**src/rtl/mips_pkg.sv**
```systemverilog
// Shared definitions for the EX-stage multiply/divide unit.
package mips_pkg;

  localparam int unsigned MDU_WIDTH = 32;

  typedef enum logic [1:0] {
    OP_MULT  = 2'b00,
    OP_MULTU = 2'b01,
    OP_DIV   = 2'b10,
    OP_DIVU  = 2'b11
  } mdu_op_t;

  typedef enum logic [1:0] {
    IDLE = 2'b00,
    CALC = 2'b01,
    FIX  = 2'b10
  } mdu_state_t;

endpackage

```
**src/rtl/mdu_datapath.sv**
```systemverilog
// Magnitude accumulator for shift-add multiply / restoring divide, plus sign fix-up.
module mdu_datapath
  import mips_pkg::*;
#(
  parameter int unsigned WIDTH = MDU_WIDTH
) (
  input  logic             CLK,
  input  logic             load,
  input  logic             step,
  input  logic [1:0]       op,
  input  logic [WIDTH-1:0] opA,
  input  logic [WIDTH-1:0] opB,
  output logic [WIDTH-1:0] res_hi,
  output logic [WIDTH-1:0] res_lo,
  output logic             div_zero
);

  logic [2*WIDTH-1:0] acc_q;
  logic [WIDTH-1:0]   oper_q;
  logic [WIDTH-1:0]   raw_a_q;
  logic               is_div_q, neg_q_q, neg_r_q, dz_q;

  logic               is_signed, sa, sb;
  logic [WIDTH-1:0]   mag_a, mag_b;
  logic [WIDTH:0]     mul_sum, trial;
  logic [2*WIDTH-1:0] prod_fix;
  logic [WIDTH-1:0]   quot_fix, rem_fix;

  always_comb begin
    is_signed = (mdu_op_t'(op) == OP_MULT) || (mdu_op_t'(op) == OP_DIV);
    sa        = is_signed & opA[WIDTH-1];
    sb        = is_signed & opB[WIDTH-1];
    mag_a     = sa ? -opA : opA;
    mag_b     = sb ? -opB : opB;
  end

  // Multiplier lives in the low half and is consumed LSB-first as the product shifts in.
  always_comb begin
    mul_sum = {1'b0, acc_q[2*WIDTH-1:WIDTH]} + (acc_q[0] ? {1'b0, oper_q} : '0);
    trial   = {acc_q[2*WIDTH-1:WIDTH], acc_q[WIDTH-1]} - {1'b0, oper_q};
  end

  always_ff @(posedge CLK) begin
    if (load) begin
      is_div_q <= op[1];
      neg_q_q  <= sa ^ sb;
      neg_r_q  <= sa;
      dz_q     <= op[1] && (opB == '0);
      raw_a_q  <= opA;
      acc_q    <= {{WIDTH{1'b0}}, (op[1] ? mag_a : mag_b)};
      oper_q   <= op[1] ? mag_b : mag_a;
    end else if (step) begin
      if (!is_div_q)
        acc_q <= {mul_sum, acc_q[WIDTH-1:1]};
      else if (!trial[WIDTH])
        acc_q <= {trial[WIDTH-1:0], acc_q[WIDTH-2:0], 1'b1};
      else
        acc_q <= {acc_q[2*WIDTH-2:0], 1'b0};
    end
  end

  always_comb begin
    prod_fix = neg_q_q ? -acc_q : acc_q;
    quot_fix = neg_q_q ? -acc_q[WIDTH-1:0] : acc_q[WIDTH-1:0];
    rem_fix  = neg_r_q ? -acc_q[2*WIDTH-1:WIDTH] : acc_q[2*WIDTH-1:WIDTH];
    div_zero = dz_q;
    if (dz_q) begin
      res_hi = raw_a_q;
      res_lo = '1;
    end else if (is_div_q) begin
      res_hi = rem_fix;
      res_lo = quot_fix;
    end else begin
      res_hi = prod_fix[2*WIDTH-1:WIDTH];
      res_lo = prod_fix[WIDTH-1:0];
    end
  end

endmodule

```
**src/rtl/mult_div_unit.sv**
```systemverilog
// Iterative MULT/MULTU/DIV/DIVU engine: control FSM, step counter and HI/LO output registers.
module mult_div_unit
  import mips_pkg::*;
#(
  parameter int unsigned WIDTH = MDU_WIDTH,
  parameter int unsigned CNT_W = 5
) (
  input  logic             CLK,
  input  logic             RST,
  input  logic             start,
  input  logic [1:0]       op,
  input  logic [WIDTH-1:0] opA,
  input  logic [WIDTH-1:0] opB,
  output logic             busy,
  output logic             done,
  output logic [WIDTH-1:0] hi,
  output logic [WIDTH-1:0] lo,
  output logic             div_zero
);

  mdu_state_t       state_q, state_d;
  logic [CNT_W-1:0] cnt_q, cnt_d;
  logic             load, step, fix, busy_d;
  logic [WIDTH-1:0] res_hi, res_lo;
  logic             res_dz;

  mdu_datapath #(.WIDTH(WIDTH)) u_dp (
    .CLK      (CLK),
    .load     (load),
    .step     (step),
    .op       (op),
    .opA      (opA),
    .opB      (opB),
    .res_hi   (res_hi),
    .res_lo   (res_lo),
    .div_zero (res_dz)
  );

  always_comb begin
    state_d = state_q;
    cnt_d   = cnt_q;
    busy_d  = busy;
    load    = 1'b0;
    step    = 1'b0;
    fix     = 1'b0;
    case (state_q)
      IDLE: begin
        if (start) begin
          load    = 1'b1;
          cnt_d   = '0;
          busy_d  = 1'b1;
          state_d = CALC;
        end
      end
      CALC: begin
        step  = 1'b1;
        cnt_d = cnt_q + 1'b1;
        if (cnt_q == CNT_W'(WIDTH-1))
          state_d = FIX;
      end
      FIX: begin
        fix     = 1'b1;
        busy_d  = 1'b0;
        state_d = IDLE;
      end
      default: state_d = IDLE;
    endcase
  end

  always_ff @(posedge CLK) begin
    if (RST) begin
      state_q  <= IDLE;
      cnt_q    <= '0;
      busy     <= 1'b0;
      done     <= 1'b0;
      div_zero <= 1'b0;
      hi       <= '0;
      lo       <= '0;
    end else begin
      state_q  <= state_d;
      cnt_q    <= cnt_d;
      busy     <= busy_d;
      done     <= fix;
      div_zero <= fix & res_dz;
      if (fix) begin
        hi <= res_hi;
        lo <= res_lo;
      end
    end
  end

endmodule

```
**config.mk**
```make
export PLATFORM = sky130hd
export DESIGN_NAME = mult_div_unit
export DESIGN_NICKNAME = d
export VERILOG_FILES = /design/src/rtl/mips_pkg.sv /design/src/rtl/mdu_datapath.sv /design/src/rtl/mult_div_unit.sv
export SDC_FILE = /design/constraint.sdc
export NUM_CORES = 1
export LEC_CHECK = 0
export ABC_CLOCK_PERIOD_IN_PS = 8000
export CORE_UTILIZATION = 55
export CTS_CLUSTER_SIZE = 28
export DETAILED_ROUTE_END_ITERATION = 7
export DONT_BUFFER_PORTS = 1
export PLACE_DENSITY = 0.7
export SLEW_MARGIN = 5
export SYNTH_ARGS = -nofsm -noshare
export SYNTH_HDL_FRONTEND = slang
export SYNTH_SLANG_ARGS = --single-unit
```
**constraint.sdc**
```tcl
create_clock -name CLK -period 8 [get_ports CLK]
set_clock_uncertainty 0.2 [all_clocks]
set_input_delay 1.6 -clock CLK [delete_from_list [all_inputs] [get_ports CLK]]
set_output_delay 1.6 -clock CLK [all_outputs]
set_load 0.05 [all_outputs]
```
==> results.cfg, run 1 <==
[run_status]
status = completed

[global_routing]
antenna_found_initial = 1
grt_overflow = 0
grt_max_degree = 89
grt_pass1_vias = 12600
grt_pass1_wl_mm = 71.6
track_usage_pct = 32.0

[timing]
finalSetupTns_ps = 0
rsz0062_at_grt = no
fin_crit_ps = 4620
drv_slew = 0
max_slew_margin_pct = 12.1
setup_viol = 0
hold_viol = 0
finalWorstSetupSlack_ps = 3380
fin_crit_sh_pct = 57.8
worst_slew_pin_slew_ps = 1320
fmax_mhz = 216

[clock_tree]
insertion_delay_ps = 520
cts-resized-gates = 0
cts_hold_buf = 0
cts_max_level = 1
cts_root_buf = clkbuf_16
clockBufferDepth = 3
post-cts-setup-buffer-count = 0
cts-buffers-inserted = 23
clock-sinks = 206
tritoncts = yes
cts.clk_slew.worst_paths_ps = 70

[logic_synthesis]
syn_nets = 1939
syn-instance-count = 1798
ys_ff_latch = 206
syn_area_um2 = 15300
synth.distinct_cells = 82
syn_area_per_cell_um2 = 8.51
ys_seq_area_share_pct = 33.5
ys_warn_count = 0
synth-edff-count = 100
yosys_most_used_dff = dfxtp_1
async_flop_share_pct = 0

[route]
routed_wl_mm = 46.8
drc = 0
drt-initial-drc-count = 1588
wl_per_cell_um = 22.1
vias = 13700
drt_first_pass_iters = 6
antenna_left = 0
viasPerCell = 6.48

[power]
total_leakage_power_nw = 6.44
combPwrFrac_pct = 41.1
p_seq_share_pct = 33.3
switching_share_pct = 39.7
switchingPower_mw = 1.70
power_density_nw_per_um2 = 264
intPower_mw = 2.58
p_total_mw = 4.29
clockPowerShare_pct = 25.7
ir_worst_vdd_v = 0.000173

[critical_path]
reg2reg_slack_ps = 3380
critPathLaunch = u_dp.acc_q[0]
reg2reg_to = u_dp.acc_q[60]
cp.required_ps = 8200
crit_path_max_incr_delay_ps = 830
crit_type = reg2reg
timing.rr.start = u_dp.acc_q[0]
startpoint_type = register
critPathCaptureType = register
critPathCapture = u_dp.acc_q[60]
path_common_cell = o211ai_1
cp_slowest_cell = inv_1
reg2reg_depth = 12
path_cells = inv_1, nor2_1, ha_1, o211ai_1, o21a_1, a2111oi_0, o211ai_1, o21ba_2, nor3_1, o41ai_1, xnor2_1, a221o_1
worst_ep_arrival_time_ps = 4820
crit_fanout = 33

[floorplanning]
die_area_um2 = 28500
start_util_pct = 56.4
die_w_um = 169
rows = 60
core-area_um2 = 27100
die_h_um = 169
ios = 136

[cells_and_area]
regArea_um2 = 5120
layout_commonest_cell = nor2_1
diodes = 0
multi_input_area_um2 = 9520
area_growth_pct = 6.04
drive_above_1_share_pct = 4.12
fillCellCount = 2382
final_cell_mix = nor2_1 (169), a21oi_1 (163), nand2_1 (151)
fin_nets = 1874

[placement]
io_buffer_count = 0
gp_congestion = 0.963
dp_slack_ps = 3330
hpwlAfterDp_mm = 35.4

[flow_run]
max_cap_viol_count = 0

[worst_hold_path]
hold_class = reg2reg
[layer usage]
metal  share of wire [%]  routed length (um)  up-vias  GRT usage (%)
li1                    -                   -     6454              -
met1                  43               20200     6549           43.8
met2                  45               20900      644           51.2
met3                 8.8                4120       93           5.61
met4                 3.4                1600        0           10.5
met5                   0                   0        -              0
[Yosys cell counts, drive strengths merged, types with 18 or more instances]
library cell / number / share of area [%]
xor2: 77 / 4.4
o21ai: 133 / 4.4
buf: 22 / 0.72
ha: 70 / 5.7
dfxtp: 106 / 14
edfxtp: 100 / 20
mux2i: 120 / 7.9
clkbuf: 81 / 2.1
nand2b: 33 / 1.3
or3: 20 / 0.86
a22oi: 18 / 0.88
o211ai: 30 / 1.5
nor4: 19 / 0.86
a21o: 25 / 1.2
nor3: 34 / 1.1
inv: 64 / 1.6
nand3: 27 / 0.88
xnor2: 95 / 5.4
a21oi: 163 / 5.3
nand2: 151 / 3.7
nor2: 170 / 4.2
o31ai: 19 / 0.93
[registers in the layout (all words and copies together) (netlist names)]
| signal | flops |
|---|---|
| busy | 1 |
| cnt_q | 5 |
| div_zero | 1 |
| done | 1 |
| hi | 32 |
| lo | 32 |
| state_q | 2 |
| u_dp.acc_q | 64 |
| u_dp.div_zero | 1 |
| u_dp.is_div_q | 1 |
| u_dp.neg_q_q | 1 |
| u_dp.neg_r_q | 1 |
| u_dp.oper_q | 32 |
| u_dp.raw_a_q | 32 |
[power by group through the flow]
| stage | registers (mW) | clock network [mW] | logic, mW |
|---|---|---|---|
| global placement | 1.44 | 0 | 1.69 |
| floorplan | 1.35 | 0 | 1.37 |
| finish | 1.43 | 1.10 | 1.76 |
| detailed placement | 1.44 | 0 | 1.71 |
| CTS | 1.42 | 1.10 | 1.72 |
| global route | 1.44 | 1.14 | 1.91 |
[worst min-delay path by stage]
stage | startpoint | endpoint | slack [ps] | depth (start not counted)
floorplan | cnt_q[2] | cnt_q[2] | 270 | 2
detailed placement | cnt_q[4] | cnt_q[4] | 300 | 2
finish | cnt_q[4] | cnt_q[4] | 320 | 2
global placement | cnt_q[2] | cnt_q[2] | 290 | 2
global route | cnt_q[4] | cnt_q[4] | 330 | 2
CTS | cnt_q[2] | cnt_q[2] | 310 | 2
[stage by stage]
stage / area [um2] / hold slack, ps / std cells / utilization, %
floorplan: 15300 / 266 / 1798 / -
global placement: 15500 / 287 / 2080 / 57.0
detailed placement: 15500 / 302 / 2080 / 57.0
CTS: 16200 / 314 / 2120 / 59.9
global route: 16200 / 331 / 2120 / 59.9
finish: 16200 / 317 / 2120 / 59.9
[critical path, delay by kind of cell, from the launching register on]
kind            cells  cell delay, ps
compound gates      7            2100
xor+xnor            1             130
buf+inv             1             830
fa+ha+maj           1             440
simple gates        2             330
flops               1             460
[kinds of logic after synthesis]
| group | share of synthesized area (%) |
|---|---|
| simple gates | 16.4 |
| xor+xnor | 9.85 |
| mux | 7.93 |
| buf+inv | 4.45 |
| flops | 33.5 |
| compound gates | 21.8 |
| fa+ha+maj | 5.99 |
[area by class of cell]
type	instances	area share (%)
multi-input combinational	1423	58.7
sequential	206	31.6
clock buffer	31	3.93
tap	372	2.87
inverter	65	1.51
clock inverter	9	0.764
timing repair buffer	14	0.648
Power figures use the tool's default switching activity.
==> run 2: changes to the inputs <==
--- a/config.mk
+++ b/config.mk
@@ -5,7 +5,7 @@
 export SDC_FILE = /design/constraint.sdc
 export NUM_CORES = 1
 export LEC_CHECK = 0
-export ABC_CLOCK_PERIOD_IN_PS = 8000
+export ABC_CLOCK_PERIOD_IN_PS = 4600
 export CORE_UTILIZATION = 55
 export CTS_CLUSTER_SIZE = 28
 export DETAILED_ROUTE_END_ITERATION = 7
==> constraint.sdc (replaced) <==
create_clock -name CLK -period 4.6 [get_ports CLK]
set_clock_uncertainty 0.2 [all_clocks]
set_input_delay 0.92 -clock CLK [delete_from_list [all_inputs] [get_ports CLK]]
set_output_delay 0.92 -clock CLK [all_outputs]
set_load 0.05 [all_outputs]
==> results.cfg, run 2 (synthesis gave the netlist of run 1 again) <==
[clock_tree]
cts_max_level = 1
clock-sinks = 206
cts_root_buf = clkbuf_16
insertion_delay_ps = 550
cts-resized-gates = 0
clockBufferDepth = 3
cts-buffers-inserted = 24
cts.clk_slew.worst_paths_ps = 70
post-cts-setup-buffer-count = 0
cts_hold_buf = 0
tritoncts = yes

[timing]
fmax_mhz = 252
drv_slew = 0
fin_crit_sh_pct = 86.2
max_slew_margin_pct = 15.0
setup_viol = 0
worst_slew_pin_slew_ps = 1270
finalSetupTns_ps = 0
hold_viol = 0
rsz0062_at_grt = no
fin_crit_ps = 3970

[critical_path]
cp_slowest_cell = edfxtp_1
cp.required_ps = 4830
critPathCaptureType = register
crit_path_max_incr_delay_ps = 460
reg2reg_slack_ps = 630
crit_type = reg2reg
crit_fanout = 13
startpoint_type = register
reg2reg_to = u_dp.acc_q[61]
timing.rr.start = u_dp.acc_q[0]
path_delay_family = compound AO/OA/AOI/OAI gates
path_cells = inv_1, nor2_1, fa_1, a21o_1, a31oi_1, nor4bb_1, o31a_1, o21ai_0, o22ai_1, o2111ai_1, nand3_1, or3_1
reg2reg_depth = 12
timing.critical_path.buf_inv = 1
worst_ep_arrival_time_ps = 4190

[placement]
hpwlAfterDp_mm = 36.3
dp.cells = 2100
gp_congestion = 0.965
io_buffer_count = 0

[worst_hold_path]
whs_path_depth = 1
hold_class = in2reg
holdPathEnd = lo[14]
hold_start = RST

[power]
switching_share_pct = 39.5
total_leakage_power_nw = 6.58
p_seq_share_pct = 31.3
power_density_nw_per_um2 = 466
clockPowerShare_pct = 26.5
intPower_mw = 4.63
ir_worst_vdd_v = 0.000303
combPwrFrac_pct = 42.2
switchingPower_mw = 3.03

[floorplanning]
start_util_pct = 56.4
die_area_um2 = 28500
die_w_um = 169
core-area_um2 = 27100
rows = 60
die_h_um = 169
ios = 136

[route]
vias = 13800
drc = 0
routed_wl_mm = 48.0
drt-initial-drc-count = 1491
antenna_left = 0
wl_per_cell_um = 22.4
drt_first_pass_iters = 5
viasPerCell = 6.44

[cells_and_area]
instances_no_fill = 2144
fin_nets = 1895
diodes = 0
fillCellCount = 2379
regArea_um2 = 5120
final_cell_mix = nor2_1 (169), a21oi_1 (163), nand2_1 (151)
largest_register = u_dp.acc_q
layout_commonest_cell = nor2_1
largest_register_ffs = 64
drive_above_1_share_pct = 5.47
area_growth_pct = 7.55
multi_input_area_um2 = 9520

[global_routing]
grt_pass1_vias = 12800
grt_max_degree = 68
grt_pass1_wl_mm = 73.1
antenna_found_initial = 0
track_usage_pct = 33.1
grt_overflow = 0

[flow_run]
max_cap_viol_count = 0

[run_status]
status = completed
==> run 2: final cells by class <==
cell class,instances,share of cell area [%]
repair buffers,34,1.63
well taps,372,2.83
multi-input cells,1423,57.9
clock buffers,33,4.17
flip-flops and latches,206,31.2
inverters,65,1.49
clock inverters,11,0.867
==> run 2: per-stage QoR <==
| stage | util, % | total power [mW] | setup slack [ps] | area, um2 | hold slack, ps |
|---|---|---|---|---|---|
| floorplan | - | 4.73 | 199 | 15300 | 266 |
| global placement | 57.7 | 5.54 | 731 | 15600 | 272 |
| detailed placement | 57.7 | 5.57 | 652 | 15600 | 289 |
| CTS | 60.7 | 7.60 | 657 | 16500 | 229 |
| global route | 60.7 | 8.04 | 355 | 16500 | 239 |
| finish | 60.7 | 7.66 | 634 | 16500 | 242 |
==> run 2: how the worst max path moves through the flow <==
stage / start / end / slack, ps / cells past startpoint
4_1_cts: u_dp.acc_q[0] / u_dp.acc_q[61] / 660 / 12
5_1_grt: u_dp.acc_q[0] / u_dp.acc_q[61] / 360 / 13
2_1_floorplan: start / u_dp.acc_q[0] / 200 / 7
3_3_place_gp: u_dp.acc_q[0] / u_dp.acc_q[61] / 730 / 12
3_5_place_dp: u_dp.acc_q[0] / u_dp.acc_q[61] / 650 / 12
6_report: u_dp.acc_q[0] / u_dp.acc_q[61] / 630 / 12
==> run 2: power groups by stage <==
stage | Clock (mW) | Sequential, mW | Combinational [mW]
floorplan | 0 | 2.35 | 2.38
global placement | 0 | 2.42 | 3.11
detailed placement | 0 | 2.43 | 3.14
CTS | 2.05 | 2.39 | 3.16
global route | 2.11 | 2.42 | 3.51
finish | 2.03 | 2.40 | 3.23
==> run 2: per-layer routing <==
layer  part of all wire (%)  global-route usage [%]  up-vias  wire (um)
met1                     42                    44.6     6555      20200
met2                     45                    51.9      669      21400
met5                      0                       0        -          0
li1                       -                       -     6486          -
met3                    9.1                    6.71      102       4380
met4                    4.1                    13.6        0       1950
==> run 3: changes to the inputs <==
--- a/config.mk
+++ b/config.mk
@@ -6,11 +6,11 @@
 export NUM_CORES = 1
 export LEC_CHECK = 0
 export ABC_CLOCK_PERIOD_IN_PS = 4600
-export CORE_UTILIZATION = 55
+export CORE_MARGIN = 2
+export CORE_UTILIZATION = 37
 export CTS_CLUSTER_SIZE = 28
 export DETAILED_ROUTE_END_ITERATION = 7
 export DONT_BUFFER_PORTS = 1
-export PLACE_DENSITY = 0.7
 export SLEW_MARGIN = 5
 export SYNTH_ARGS = -nofsm -noshare
 export SYNTH_HDL_FRONTEND = slang
==> results.cfg, run 3 (synthesis gave the netlist of run 1 again) <==
[run_status]
status = completed

[cells_and_area]
fin_nets = 1899
area_growth_pct = 9.37
instances_no_fill = 2309
final_cell_mix = nor2_1 (169), a21oi_1 (163), nand2_1 (151)
layout_commonest_cell = nor2_1
drive_above_1_share_pct = 5.80
final_area_um2 = 16700
largest_register = u_dp.acc_q
largest_register_ffs = 64
utilization_pct = 41.0
diodes = 0

[global_routing]
grt_overflow = 0
antenna_found_initial = 0
track_usage_pct = 23.1
grt_pass1_vias = 12900
grt_max_degree = 68
grt_pass1_wl_mm = 78.0

[timing]
rsz0062_at_grt = no
fmax_mhz = 235
fin_crit_ps = 4260
fin_crit_sh_pct = 92.7
drv_slew = 0
hold_viol = 0
finalSetupTns_ps = 0
max_slew_margin_pct = 15.2
worst_slew_pin_slew_ps = 1270
setup_viol = 0
finalWorstSetupSlack_ps = 337

[critical_path]
startpoint_type = register
cp.required_ps = 4830
crit_type = reg2reg
crit_fanout = 12
critPathCaptureType = register
worst_ep_arrival_time_ps = 4490

[floorplanning]
start_util_pct = 37.5
ios = 136
rows = 74
die_area_um2 = 43000
die_h_um = 207
core-area_um2 = 40800
die_w_um = 207

[clock_tree]
insertion_delay_ps = 570
cts.clk_slew.worst_paths_ps = 60
cts-resized-gates = 0
clockBufferDepth = 3
cts-buffers-inserted = 25
cts_root_buf = clkbuf_16
post-cts-setup-buffer-count = 0
clock-sinks = 206
tritoncts = yes
cts_hold_buf = 0
cts_max_level = 1

[placement]
gp_congestion = 0.918
dp.cells = 2263
io_buffer_count = 0
hpwlAfterDp_mm = 40.0
dpl-instance-area_um2 = 15900
dp_slack_ps = 501

[power]
ir_worst_vdd_v = 0.000236
power_density_nw_per_um2 = 464
total_leakage_power_nw = 6.60

[route]
drt-initial-drc-count = 1322
drc = 0
wl_per_cell_um = 22.3
antenna_left = 0
vias = 13700
drt_first_pass_iters = 5
routed_wl_mm = 51.6
viasPerCell = 5.94

[flow_run]
max_cap_viol_count = 0

[worst_hold_path]
hold_class = in2reg
[run 3: changes by cell type in the layout (fill, tap and decap cells not counted)]
cell        delta
and2_2         -1
buf_12         +1
clkinv_2       -1
bufinv_16      +1
inv_6          +1
inv_16         +1
and2_1         +1
buf_4          +2
clkinvlp_4     +4
clkinv_4       +1
clkbuf_1       -2
clkbuf_8       -3
[run 3: through the flow]
| step | hold slack (ps) | power [mW] |
|---|---|---|
| after floorplan | 266 | 4.73 |
| after global placement | 278 | 5.59 |
| after detailed placement | 293 | 5.62 |
| after CTS | 205 | 7.73 |
| after global routing | 207 | 8.20 |
| final | 227 | 7.76 |
[run 3: layout make-up]
| cell class | count | area, um2 |
|---|---|---|
| Fill cell | 4112 | 24100 |
| Sequential cell | 206 | 5120 |
| Clock buffer | 28 | 637 |
| Timing Repair Buffer | 37 | 303 |
| Multi-Input combinational cell | 1423 | 9520 |
| Inverter | 65 | 245 |
| Tap cell | 532 | 666 |
| Clock inverter | 18 | 235 |
[run 3: worst paths after layout]
check,startpoint,end,slack (ps),cells after the start
max,u_dp.acc_q[0],u_dp.acc_q[61],340,12
min,RST,lo[14],230,1
max reg2reg,u_dp.acc_q[0],u_dp.acc_q[61],340,12
min reg2reg,cnt_q[2],cnt_q[2],300,2
[run 3: layer usage]
layer	part of all wire, %	vias to the layer above	track usage (%)
li1	-	6506	-
met3	7.4	73	3.80
met1	45	6661	32.0
met2	45	481	37.2
met5	0	-	0
met4	2.7	0	6.28
[run 3: critical path, cell delays in order, from the launching register on]
cell       delay [ps]
edfxtp_1          450
inv_1             430
nor2_1            170
fa_1              450
a21o_1            220
a31oi_1           340
nor4bb_1          160
o31a_1            350
o21ai_0           410
o22ai_1           220
o2111ai_1         240
nand3_1           110
or3_1             380
[run 3: power breakdown]
part | internal [mW] | switching, mW | total [mW]
Combinational | 1.29 | 1.97 | 3.27
Clock | 1.24 | 0.866 | 2.11
Sequential | 2.14 | 0.247 | 2.39
Total | 4.67 | 3.09 | 7.76
